--- src/rtl/pc_fetch_sequencer.sv ---
// ---------------------------------------------------------------------------
// pc_fetch_sequencer
//
// Program-counter register and instruction-fetch sequencer. This block holds
// the PC, sends it to the external PC+4 adder, and takes the adder result back
// as the sequential next PC. Branch and jump redirects replace that next PC.
// The block runs a req/ack fetch from instruction memory and hands each
// fetched word to the IF/ID register through a valid/stall handshake.
//
// Optional build macro:
//   PC_ALIGN_CHECK_EN - a redirect target whose low two bits are not zero sets
//                       a sticky AlignFault. The sequencer then drains any
//                       outstanding fetch and parks in TRAP until reset.
//                       Without the macro, the low two bits of the target are
//                       cleared and AlignFault stays 0.
//
// Parameters:
//   RESET_PC      PC value loaded on reset
//
// Ports:
//   Clk           in   1   system clock, posedge
//   Reset         in   1   synchronous active-low reset
//   PCAddResult   in   32  PCResult + 4 from the adder
//   BranchTaken   in   1   redirect to BranchTarget this cycle
//   BranchTarget  in   32  branch destination
//   JumpTaken     in   1   redirect to JumpTarget, wins over branch
//   JumpTarget    in   32  jump destination
//   Stall         in   1   IF/ID cannot accept a new instruction
//   IMemAck       in   1   memory accepted IMemAddr, IMemData valid now
//   IMemData      in   32  instruction word
//   PCResult      out  32  current PC, to the adder
//   IMemReq       out  1   fetch request
//   IMemAddr      out  32  fetch address, held until acknowledged
//   Instr         out  32  fetched instruction
//   InstrPC       out  32  PC of Instr
//   InstrValid    out  1   Instr is valid
//   AlignFault    out  1   sticky misaligned-redirect flag
// ---------------------------------------------------------------------------
module pc_fetch_sequencer #(
    parameter logic [31:0] RESET_PC = 32'h0000_0000
) (
    input  logic        Clk,
    input  logic        Reset,
    input  logic [31:0] PCAddResult,
    input  logic        BranchTaken,
    input  logic [31:0] BranchTarget,
    input  logic        JumpTaken,
    input  logic [31:0] JumpTarget,
    input  logic        Stall,
    input  logic        IMemAck,
    input  logic [31:0] IMemData,
    output logic [31:0] PCResult,
    output logic        IMemReq,
    output logic [31:0] IMemAddr,
    output logic [31:0] Instr,
    output logic [31:0] InstrPC,
    output logic        InstrValid,
    output logic        AlignFault
);

    localparam logic [1:0] ST_BOOT  = 2'd0;
    localparam logic [1:0] ST_FETCH = 2'd1;
    localparam logic [1:0] ST_DROP  = 2'd2;
`ifdef PC_ALIGN_CHECK_EN
    localparam logic [1:0] ST_TRAP  = 2'd3;
`endif

    logic [1:0]  state;
    logic        req_pending;
    logic [31:0] req_addr;
    logic        redirect;
    logic [31:0] raw_target;
    logic [31:0] target;
    logic        misaligned;
    logic        slot_free;

    // Redirect selection: a jump always beats a branch.
    assign redirect   = JumpTaken | BranchTaken;
    assign raw_target = JumpTaken ? JumpTarget : BranchTarget;

`ifdef PC_ALIGN_CHECK_EN
    assign target     = raw_target;
    assign misaligned = redirect && (raw_target[1:0] != 2'b00);
`else
    assign target     = raw_target & 32'hFFFF_FFFC;
    assign misaligned = 1'b0;
    assign AlignFault = 1'b0;
`endif

    // IF/ID can accept a new word when it is empty or is draining this cycle.
    assign slot_free = !InstrValid || !Stall;

    // Request generation. A request that has been raised stays up, with its
    // address frozen in req_addr, until memory acknowledges it. A new request
    // shows the live PC so a zero-wait ack can complete in the same cycle.
    always_comb begin
        IMemReq = 1'b0;
        case (state)
            ST_FETCH: IMemReq = slot_free || req_pending;
            ST_DROP:  IMemReq = req_pending;
`ifdef PC_ALIGN_CHECK_EN
            ST_TRAP:  IMemReq = req_pending;
`endif
            default:  IMemReq = 1'b0;
        endcase
        IMemAddr = req_pending ? req_addr : PCResult;
    end

    // Outstanding-request tracker. It remembers that a request went out
    // without an ack, and the address that request used.
    always_ff @(posedge Clk) begin
        if (!Reset) begin
            req_pending <= 1'b0;
            req_addr    <= RESET_PC;
        end else begin
            req_pending <= IMemReq && !IMemAck;
            if (IMemReq)
                req_addr <= IMemAddr;
        end
    end

    // Main sequencer: PC update, FSM, and the IF/ID output register.
    // A word sitting in IF/ID is consumed when Stall is low. A new load in
    // the same cycle overrides that clear. A redirect always clears
    // InstrValid, because the word in flight or in IF/ID is on the wrong path.
    always_ff @(posedge Clk) begin
        if (!Reset) begin
            state      <= ST_BOOT;
            PCResult   <= RESET_PC;
            Instr      <= 32'h0;
            InstrPC    <= 32'h0;
            InstrValid <= 1'b0;
        end else begin
            if (InstrValid && !Stall)
                InstrValid <= 1'b0;

            case (state)
                ST_BOOT: begin
                    if (redirect)
                        PCResult <= target;
`ifdef PC_ALIGN_CHECK_EN
                    if (misaligned)
                        state <= ST_TRAP;
                    else
`endif
                    state <= ST_FETCH;
                end

                ST_FETCH: begin
                    if (redirect) begin
                        PCResult   <= target;
                        InstrValid <= 1'b0;
`ifdef PC_ALIGN_CHECK_EN
                        if (misaligned)
                            state <= ST_TRAP;
                        else
`endif
                        if (IMemReq && !IMemAck)
                            state <= ST_DROP;
                        else
                            state <= ST_FETCH;
                    end else if (IMemReq && IMemAck) begin
                        Instr      <= IMemData;
                        InstrPC    <= IMemAddr;
                        InstrValid <= 1'b1;
                        PCResult   <= PCAddResult;
                    end
                end

                // The old request must still finish on the bus, but its data
                // belongs to the wrong path and is thrown away. A further
                // redirect only moves the PC. The newest target wins.
                ST_DROP: begin
                    InstrValid <= 1'b0;
                    if (redirect)
                        PCResult <= target;
`ifdef PC_ALIGN_CHECK_EN
                    if (misaligned)
                        state <= ST_TRAP;
                    else
`endif
                    if (IMemAck)
                        state <= ST_FETCH;
                end

`ifdef PC_ALIGN_CHECK_EN
                // Parked after a misaligned redirect. The tracker drains any
                // outstanding request, and only reset leaves this state.
                ST_TRAP: begin
                    InstrValid <= 1'b0;
                end
`endif

                default: state <= ST_BOOT;
            endcase
        end
    end

`ifdef PC_ALIGN_CHECK_EN
    // Sticky fault flag: set on any misaligned redirect, cleared only by reset.
    always_ff @(posedge Clk) begin
        if (!Reset)
            AlignFault <= 1'b0;
        else if (misaligned)
            AlignFault <= 1'b1;
    end
`endif

endmodule
--- config.mk ---
export PLATFORM = sky130hd
export DESIGN_NAME = pc_fetch_sequencer
export DESIGN_NICKNAME = d
export VERILOG_FILES = /design/src/rtl/pc_fetch_sequencer.sv
export SDC_FILE = /design/constraint.sdc
export NUM_CORES = 1
export LEC_CHECK = 0
export CORE_ASPECT_RATIO = 0.7
export CORE_MARGIN = 10
export CORE_UTILIZATION = 43
export CTS_BUF_LIST = sky130_fd_sc_hd__clkbuf_16
export CTS_CLUSTER_DIAMETER = 30
export DETAILED_ROUTE_END_ITERATION = 10
export GPL_TIMING_DRIVEN = 0
export MAX_ROUTING_LAYER = met4
export PLACE_DENSITY = 0.81
export SLEW_MARGIN = 10
export SYNTH_ARGS = -nofsm -noshare
export SYNTH_HDL_FRONTEND = slang
export SYNTH_SLANG_ARGS = --single-unit
--- constraint.sdc ---
create_clock -name Clk -period 2.5 [get_ports Clk]
set_input_delay 0.75 -clock Clk [delete_from_list [all_inputs] [get_ports Clk]]
set_output_delay 0.75 -clock Clk [all_outputs]
set_load 0.02 [all_outputs]
== After elaboration in Yosys (flattened, before gate mapping) ==
Cells that the tools add are included.

* Output and inout bits: 131
* Bits in writable memories: 0
* Word-level logic and storage cells: 44
* Flip-flop bits (word level): 132
* Memories: 0
* Bits in latches: 0
* ROM bits: 0
* Input bits: 134

* Shifts and indexed selects: 0
* $mul: 0
* $add $sub $neg: 0
* Divide/modulo/power cells: 0
* Muxes and demuxes: 15
* Reductions and logical operators: 14
* Equality and inequality tests: 6
* Magnitude comparators: 0
* Bitwise gates (word level): 2

{| class="wikitable"
|+ Operators with widths
! cell !! number
|-
| 32-bit two-way mux || 5
|-
| 32-bit one-hot mux with 2 select lines || 1
|-
| 2-bit two-way mux || 3
|-
| 2-bit one-hot mux with 3 select lines || 1
|-
| 3-bit AND reduction || 2
|-
| 2-bit inequality test (second input constant) || 2
|-
| 1-bit one-hot mux with 2 select lines || 2
|-
| 1-bit logical AND || 3
|-
| 1-bit zero test || 3
|-
| 1-bit two-way mux || 3
|-
| 3-bit inequality test (second input constant) || 1
|-
| 2-bit by 1-bit equality test with 1-bit output (second input constant) || 1
|-
| 2-bit equality test (second input constant) || 1
|-
| 2-bit zero test || 1
|-
| 1-bit logical OR || 2
|-
| 2-bit by 1-bit inequality test with 1-bit output (second input constant) || 1
|-
| 2-bit AND reduction || 1
|-
| 2-bit nonzero test || 1
|-
| 2-bit OR reduction || 1
|-
| 1-bit NOT || 1
|-
| 1-bit bitwise OR || 1
|}

== Depth between registers and ports, before layout ==
Gate-level depths: netlist of the first run.

* Depth in word-level cells: 8
* Gate-level depth with buffers: 10
* Depth with buffers taken out: 6

== Worst setup path before layout of the first run ==
Ideal clock, no wire load.

* Path kind: in2out
* Start point: in Stall
* End point: out IMemReq
* Buffers on the path: 3
* Arrival time: 1,591 ps
* Stages on the path: 6
* Setup slack: 159 ps
* Required time: 1,750 ps
* Cell sequence: nand3b_4 > a22o_1 > buf_6 > and2_1 > buf_6 > buf_6

* Cells in the longest elaborated chain, start to end: 4

{| class="wikitable"
|+ RTL lines
! element !! RTL line !! RTL
|-
| from (decl) || 49 || <nowiki>input logic Stall,</nowiki>
|-
| 1-bit zero test || 91 || <nowiki>assign slot_free = !InstrValid || !Stall;</nowiki>
|-
| 1-bit logical OR || 91 ||
|-
| 1-bit logical OR || 99 || <nowiki>ST_FETCH: IMemReq = slot_free || req_pending;</nowiki>
|-
| 1-bit one-hot mux with 2 select lines || 98 || <nowiki>case (state)</nowiki>
|-
| to (decl) || 53 || <nowiki>output logic IMemReq,</nowiki>
|}

No other way between the ends.

== Worst setup path in the final report of the first run ==
* Start point: reg req_pending
* End point: out IMemReq

* Cells in the longest elaborated chain, start to end: 2

{| class="wikitable"
|+ RTL lines
! element !! RTL line !! RTL
|-
| from (decl) || 69 || <nowiki>logic req_pending;</nowiki>
|-
| from (signal assigned) || 116 || <nowiki>req_pending <= IMemReq && !IMemAck;</nowiki>
|-
| 1-bit logical OR || 99 ||
|-
| 1-bit one-hot mux with 2 select lines * || 98 ||
|}

Every way passes the cells marked *; elsewhere a longest branch is shown, timed or not.

==> flow_metrics.tcl, run 1 <==
set metrics [dict create \
    path_common_cell "buf_12" \
    seqPwrFrac_pct 38.2 \
    p_sw_w 0.00183 \
    p_sw_share_pct 29.4 \
    htreeDepth 4 \
    port_buffers 257 \
    combinationalPowerShare_pct 23.4 \
    setup_viol 0 \
    endpoint_kind "primary output" \
    layout.cells.non_filler 1187 \
    viasPerCell 5.19 \
    synth_warnings 0 \
    antenna_found_initial 0 \
    leakagePower_nw 4.00 \
    numClockSinks 132 \
    r2r_cells 10 \
    final_hold_viol_count 0 \
    cp.arrival_ns 1.74 \
    num_rows 36 \
    drt_wl_total_um 23400 \
    drt_iter0_markers 453 \
    r2r_slack_ns 0.13 \
    coreArea_sq_um 13900 \
    ir_worst_vdd_mv 0.405 \
    mostFrequentLayoutCell "clkdlybuf4s50_1" \
    layout.nets 1122 \
    firstDrtPassIters 5 \
    p_int_w 0.00441 \
    place_congestion 0.841 \
    die_height_um 120 \
    async_flop_share_pct 0 \
    synth_area_per_cell_sq_um 9.01 \
    synth.distinct_cells 36 \
    dpl_cell_area_sq_um 8920 \
    worst_path_largest_cell_delay_ns 0.32 \
    ctsHoldBuffers 0 \
    ys_ff_latch 132 \
    crit_family "buffers and inverters" \
    synth_fp_nets 816 \
    cts_tree "done" \
    maxSlewHeadroom_pct 50.4 \
    hp-class "register to register" \
    ant_nets 0 \
    grt_max_degree 17 \
    grt_pass1_wl_um 35700 \
    start_kind "register" \
    n_antenna_cell 0 \
    worstMarginPinSlew_ns 0.743 \
    hold_depth 2 \
    numCtsBuffers 17 \
    rsz0062_at_grt "true" \
    r2r-start "state[0]" \
    fin_crit_ns 2.49 \
    path_clk_slew_ns 0.06 \
    track_usage_pct 23.9 \
    grt_overflow_total 0 \
    drive_gt1_share_pct 19.3 \
    crit_path_top_delay_cell "dfxtp_2" \
    cts_buffer_depth 2 \
    worstHoldStart "Instr[27]" \
    dp_hpwl_um 17600 \
    via_count 6162 \
    cellPowerDensity_nw_per_um2 612 \
    synthToLayoutAreaGrowth_pct 67.2 \
    io_pins 265 \
    dieArea_sq_um 19400 \
    final-max-slew-violation-count 0 \
    crit_fanout 10 \
    insertion_delay_ns 0.41 \
    r2r_end "Instr[7]" \
    mappedNetlistArea_sq_um 6110 \
    routedWlPerCell_um 19.7 \
    start_util_pct 43.9 \
    worst-path-buf-inv 5 \
    grt_pass1_vias 6172 \
    drc_errors 0 \
    period_share_pct 99.6 \
    dp_cells 1125 \
    root_buffer "clkbuf_16" \
    die_x_um 162 \
    cp.required_ns 1.75 \
    drv_cap 0 \
    status "finished clean" \
    design_area_sq_um 10200 \
    synth_cells 678 \
    ys_seq_area_share_pct 43.3 \
    critPathKind "register to primary output" \
    ys.flop_type "dfxtp_1" \
    min_to "Instr[27]" \
    worst_clock_skew_ns 0.00816 \
    fmax_mhz 402 \
    worstPathCellList "buf_12, buf_4, a22o_1, buf_6, and2_4, buf_12, buf_8" \
    synth_edf_count 0 \
    clkPwrFrac_pct 38.3 \
    layout_common_cells "clkdlybuf4s50_1, nand2_1, dfxtp_1" \
]
layout make-up:
class	instances	area, sq um
fillers	1035	3710
multi-input cells	447	3430
repair buffers	289	2780
flip-flops and latches	132	2650
clock buffers	17	425
plain buffers	61	395
well taps	190	238
clock inverters	15	141
inverters	36	138
Yosys cell counts, types with 2 or more instances:
master       n  share of area [%]
nor2_1      33                2.0
and2_1       2               0.20
a211oi_2    29                5.9
a211oi_1    36                4.4
nand2_1    131                8.1
buf_6        6                1.1
buf_1        5               0.31
clkbuf_1    30                1.8
mux2i_1     93                 15
buf_4        5               0.61
buf_2       17                1.4
dfxtp_1    132                 43
nand4_1      2               0.20
a21oi_1     67                5.5
inv_1       35                2.2
o211ai_1    30                3.7
o2bb2ai_1    2               0.29
a21o_1       2               0.25
ha_1         4               0.82
cells by family after synthesis:
group / count (synthesis) / synth area share, %
simple gates: 178 / 11.8
compound gates: 171 / 21.3
mux: 93 / 15.2
other cells: 1 / 0.0614
buf+inv: 99 / 7.48
flops: 132 / 43.3
fa+ha+maj: 4 / 0.820
worst max path at each step:
stage | startpoint | endpoint | slack, ns | cells after the start
after floorplan | Stall | IMemReq | 0.16 | 6
after global placement | Stall | IMemReq | -0.99 | 8
after detailed placement | Stall | IMemReq | -1.00 | 8
after CTS | req_pending | IMemAddr[9] | -0.09 | 5
after global routing | req_pending | IMemReq | -0.04 | 7
final | req_pending | IMemReq | 0.01 | 7
registers in the layout, indices dropped and copies added, names as in the netlist:
signal       cells
InstrPC         32
Instr           32
PCResult        32
req_addr        32
state            2
InstrValid       1
req_pending      1
timing repair:
item	CTS	global route
setup endpoints to repair	33	37
pin swaps	2	1
resized for setup	162	38
buffers inserted	14	15
gates cloned	2	1
metrics by stage:
| stage | power, W | TNS (ns) | hold slack, ns | util [%] | setup WS, ns |
|---|---|---|---|---|---|
| global route | 0.00647 | -0.0823 | 0.473 | 73.3 | -0.0398 |
| CTS | 0.00620 | -0.452 | 0.455 | 72.5 | -0.0879 |
| global placement | 0.00367 | -17.32 | 0.442 | 64.1 | -0.993 |
| detailed placement | 0.00370 | -19.68 | 0.447 | 64.1 | -1.00 |
| finish | 0.00624 | 0 | 0.451 | 73.3 | 0.0111 |
| floorplan | 0.00304 | 0 | 0.465 | - | 0.159 |
per-layer routing:
metal	up-vias	share of wire (%)	track usage (%)
li1	2980	-	-
met1	2892	45	30.1
met2	263	45	37.1
met3	27	8.1	6.66
met4	0	1.4	6.18
met5	-	0	-
worst min-delay path, stage by stage, from the launching register on:
cell	delay, ns
dfxtp_1	0.30
nand2_1	0.05
a21oi_1	0.05
power groups by stage:
stage / logic, W / clock network, W / registers (W)
3_5_place_dp: 0.00132 / 0 / 0.00237
4_1_cts: 0.00142 / 0.00241 / 0.00238
2_1_floorplan: 0.000625 / 0 / 0.00242
3_3_place_gp: 0.00130 / 0 / 0.00237
6_report: 0.00146 / 0.00239 / 0.00239
5_1_grt: 0.00157 / 0.00251 / 0.00240
Power figures use the tool's default switching activity.
==> run 2, diff against run 1 <==
--- a/config.mk
+++ b/config.mk
@@ -11,9 +11,11 @@
 export CTS_BUF_LIST = sky130_fd_sc_hd__clkbuf_16
 export CTS_CLUSTER_DIAMETER = 30
 export DETAILED_ROUTE_END_ITERATION = 10
+export GPL_ROUTABILITY_DRIVEN = 0
 export GPL_TIMING_DRIVEN = 0
 export MAX_ROUTING_LAYER = met4
 export PLACE_DENSITY = 0.81
+export SETUP_SLACK_MARGIN = 0.1
 export SLEW_MARGIN = 10
 export SYNTH_ARGS = -nofsm -noshare
 export SYNTH_HDL_FRONTEND = slang
==> run 2 against run 1 <==
Net effect: sequential cell count is the same; global-route usage decreased by 0.16 points; clock skew is essentially flat; final area up 0.36%; combinational power hardly changed; utilization grew 0.26 points; final cell count increased by 1.1%; hold slack about the same; wire length rose by 0.64%; critical path depth decreased by 2; clock power hardly changed; critical endpoint is now IMemAddr[29]; largest power group is now clock; highest routed layer unchanged.
==> flow_metrics.tcl, run 2 (synthesis gave the netlist of run 1 again) <==
set metrics [dict create \
    grt_max_degree 17 \
    r2r_cells 10 \
    setup_viol 0 \
    setup_ws_ns 0.0597 \
    fin_crit_ns 2.44 \
    coreArea_sq_um 13900 \
    grt_overflow_total 0 \
    worstHoldStart "Instr[27]" \
    r2r-start "state[0]" \
    crit_fanout 9 \
    p_sw_share_pct 29.5 \
    viasPerCell 5.16 \
    totalPowerFinal_w 0.00625 \
    worst_path_largest_cell_delay_ns 0.34 \
    mostFrequentLayoutCell "clkdlybuf4s50_1" \
    endpoint_kind "primary output" \
    synthToLayoutAreaGrowth_pct 67.7 \
    combinationalPowerShare_pct 23.4 \
    seqPwrFrac_pct 38.2 \
    grt_pass1_wl_um 35400 \
    port_buffers 257 \
    routedWlPerCell_um 19.6 \
    drc_errors 0 \
    drive_gt1_share_pct 21.2 \
    r2r_end "InstrPC[23]" \
    leakagePower_nw 4.07 \
    p_int_w 0.00441 \
    maxSlewHeadroom_pct 49.8 \
    antenna_found_initial 0 \
    cts_buffer_depth 2 \
    layout_common_cells "clkdlybuf4s50_1, nand2_1, dfxtp_1" \
    hold_depth 2 \
    track_usage_pct 23.8 \
    numClockSinks 132 \
    root_buffer "clkbuf_16" \
    final-max-slew-violation-count 0 \
    start_kind "register" \
    status "finished clean" \
    n_antenna_cell 0 \
    worstPathCellList "buf_12, buf_4, mux2i_4, inv_1, dlygate4sd2_1" \
    clkPwrFrac_pct 38.4 \
    numCtsBuffers 17 \
    final_hold_viol_count 0 \
    r2r_slack_ns 0.21 \
    path_clk_slew_ns 0.06 \
    crit_path_top_delay_cell "dfxtp_2" \
    via_count 6186 \
    fillCellCount 1036 \
    fmax_mhz 410 \
    register_area_sq_um 2650 \
    dp_hpwl_um 17600 \
    cts_tree "done" \
    num_rows 36 \
    period_share_pct 97.6 \
    insertion_delay_ns 0.41 \
    critPathKind "register to primary output" \
    htreeDepth 4 \
    drt_iter0_markers 415 \
    drt_wl_total_um 23600 \
    dp_slack_ns -1.00 \
    die_height_um 120 \
    firstDrtPassIters 5 \
    ant_nets 0 \
    grt_pass1_vias 6148 \
    worst_clock_skew_ns 0.00788 \
    setup_tns_ns 0 \
    layout.nets 1135 \
    die_x_um 162 \
    hp-class "register to register" \
    min_to "Instr[27]" \
    drv_cap 0 \
    io_pins 265 \
    ir_worst_vdd_mv 0.411 \
    rsz0062_at_grt "true" \
    worstMarginPinSlew_ns 0.753 \
    multi_input_area_sq_um 3440 \
    cp.required_ns 1.75 \
    start_util_pct 43.9 \
    p_sw_w 0.00184 \
    cp.arrival_ns 1.69 \
    dieArea_sq_um 19400 \
    cellPowerDensity_nw_per_um2 610 \
]
==> run 2: changes by cell type in the layout (fill, tap and decap cells not counted), moves of 3 or more <==
cell,before,now
buf_2,17,34
buf_4,34,51
buf_6,4,8
clkbuf_2,13,4
clkdlybuf4s15_1,4,0
clkdlybuf4s15_2,11,0
inv_1,35,32
inv_2,2,6
==> run 2: worst max-delay path, delay by kind of cell, from the launching register on <==
kind                   cells  cell delay (ns)
buffers and inverters      4             0.65
DFF                        1             0.34
muxes                      1             0.29
==> run 2: power groups by stage <==
| stage | clock, W | combinational (W) | sequential, W |
|---|---|---|---|
| final | 0.00240 | 0.00146 | 0.00238 |
| after global routing | 0.00251 | 0.00157 | 0.00240 |
| after global placement | 0 | 0.00130 | 0.00237 |
| after detailed placement | 0 | 0.00132 | 0.00237 |
| after CTS | 0.00241 | 0.00140 | 0.00238 |
| after floorplan | 0 | 0.000625 | 0.00242 |
==> run 2: timing repair <==
| item | in CTS | in global routing |
|---|---|---|
| setup endpoints to repair | 33 | 94 |
| hold buffers | 0 | 0 |
| cloned | 0 | 1 |
| gates resized for setup | 223 | 25 |
| setup buffers | 10 | 35 |
| pin swaps | 2 | 2 |
==> run 2: area by class of cell <==
type / count / share of cell area [%]
sequential: 132 / 25.9
tap: 190 / 2.32
timing repair buffer: 303 / 27.6
buffer: 60 / 3.82
multi-input combinational: 447 / 33.5
clock inverter: 15 / 1.38
clock buffer: 17 / 4.15
inverter: 36 / 1.32
==> run 2: how the worst max path moves through the flow <==
stage                 from      endpoint  slack (ns)  cells past startpoint
6_report       req_pending  IMemAddr[29]        0.06                      5
5_1_grt        req_pending  IMemAddr[29]       0.008                      5
3_3_place_gp         Stall       IMemReq       -0.99                      8
3_5_place_dp         Stall       IMemReq       -1.00                      8
2_1_floorplan        Stall       IMemReq        0.16                      6
4_1_cts        req_pending  IMemAddr[24]       -0.08                      5
==> run 2: layer usage <==
layer / GRT usage [%] / routed length [um] / vias up
met5: - / 0 / -
met4: 6.58 / 293 / 0
met3: 6.59 / 1910 / 24
met2: 37.0 / 10800 / 250
met1: 29.7 / 10600 / 2908
li1: - / - / 3004
==> run 2: through the flow <==
| step | cell area [sq um] | utilization, % | std cells | hold WS (ns) |
|---|---|---|---|---|
| after floorplan | 6110 | - | 678 | 0.465 |
| after global placement | 8920 | 64.1 | 1125 | 0.442 |
| after detailed placement | 8920 | 64.1 | 1125 | 0.447 |
| after CTS | 9940 | 71.4 | 1166 | 0.455 |
| after global routing | 10200 | 73.6 | 1200 | 0.473 |
| final | 10200 | 73.6 | 1200 | 0.452 |
==> run 3, diff against run 2 <==
--- a/config.mk
+++ b/config.mk
@@ -16,7 +16,6 @@
 export MAX_ROUTING_LAYER = met4
 export PLACE_DENSITY = 0.81
 export SETUP_SLACK_MARGIN = 0.1
-export SLEW_MARGIN = 10
 export SYNTH_ARGS = -nofsm -noshare
 export SYNTH_HDL_FRONTEND = slang
 export SYNTH_SLANG_ARGS = --single-unit
==> results of run 3 <==
Final layout, timing and power as in run 2 (identical DEF).
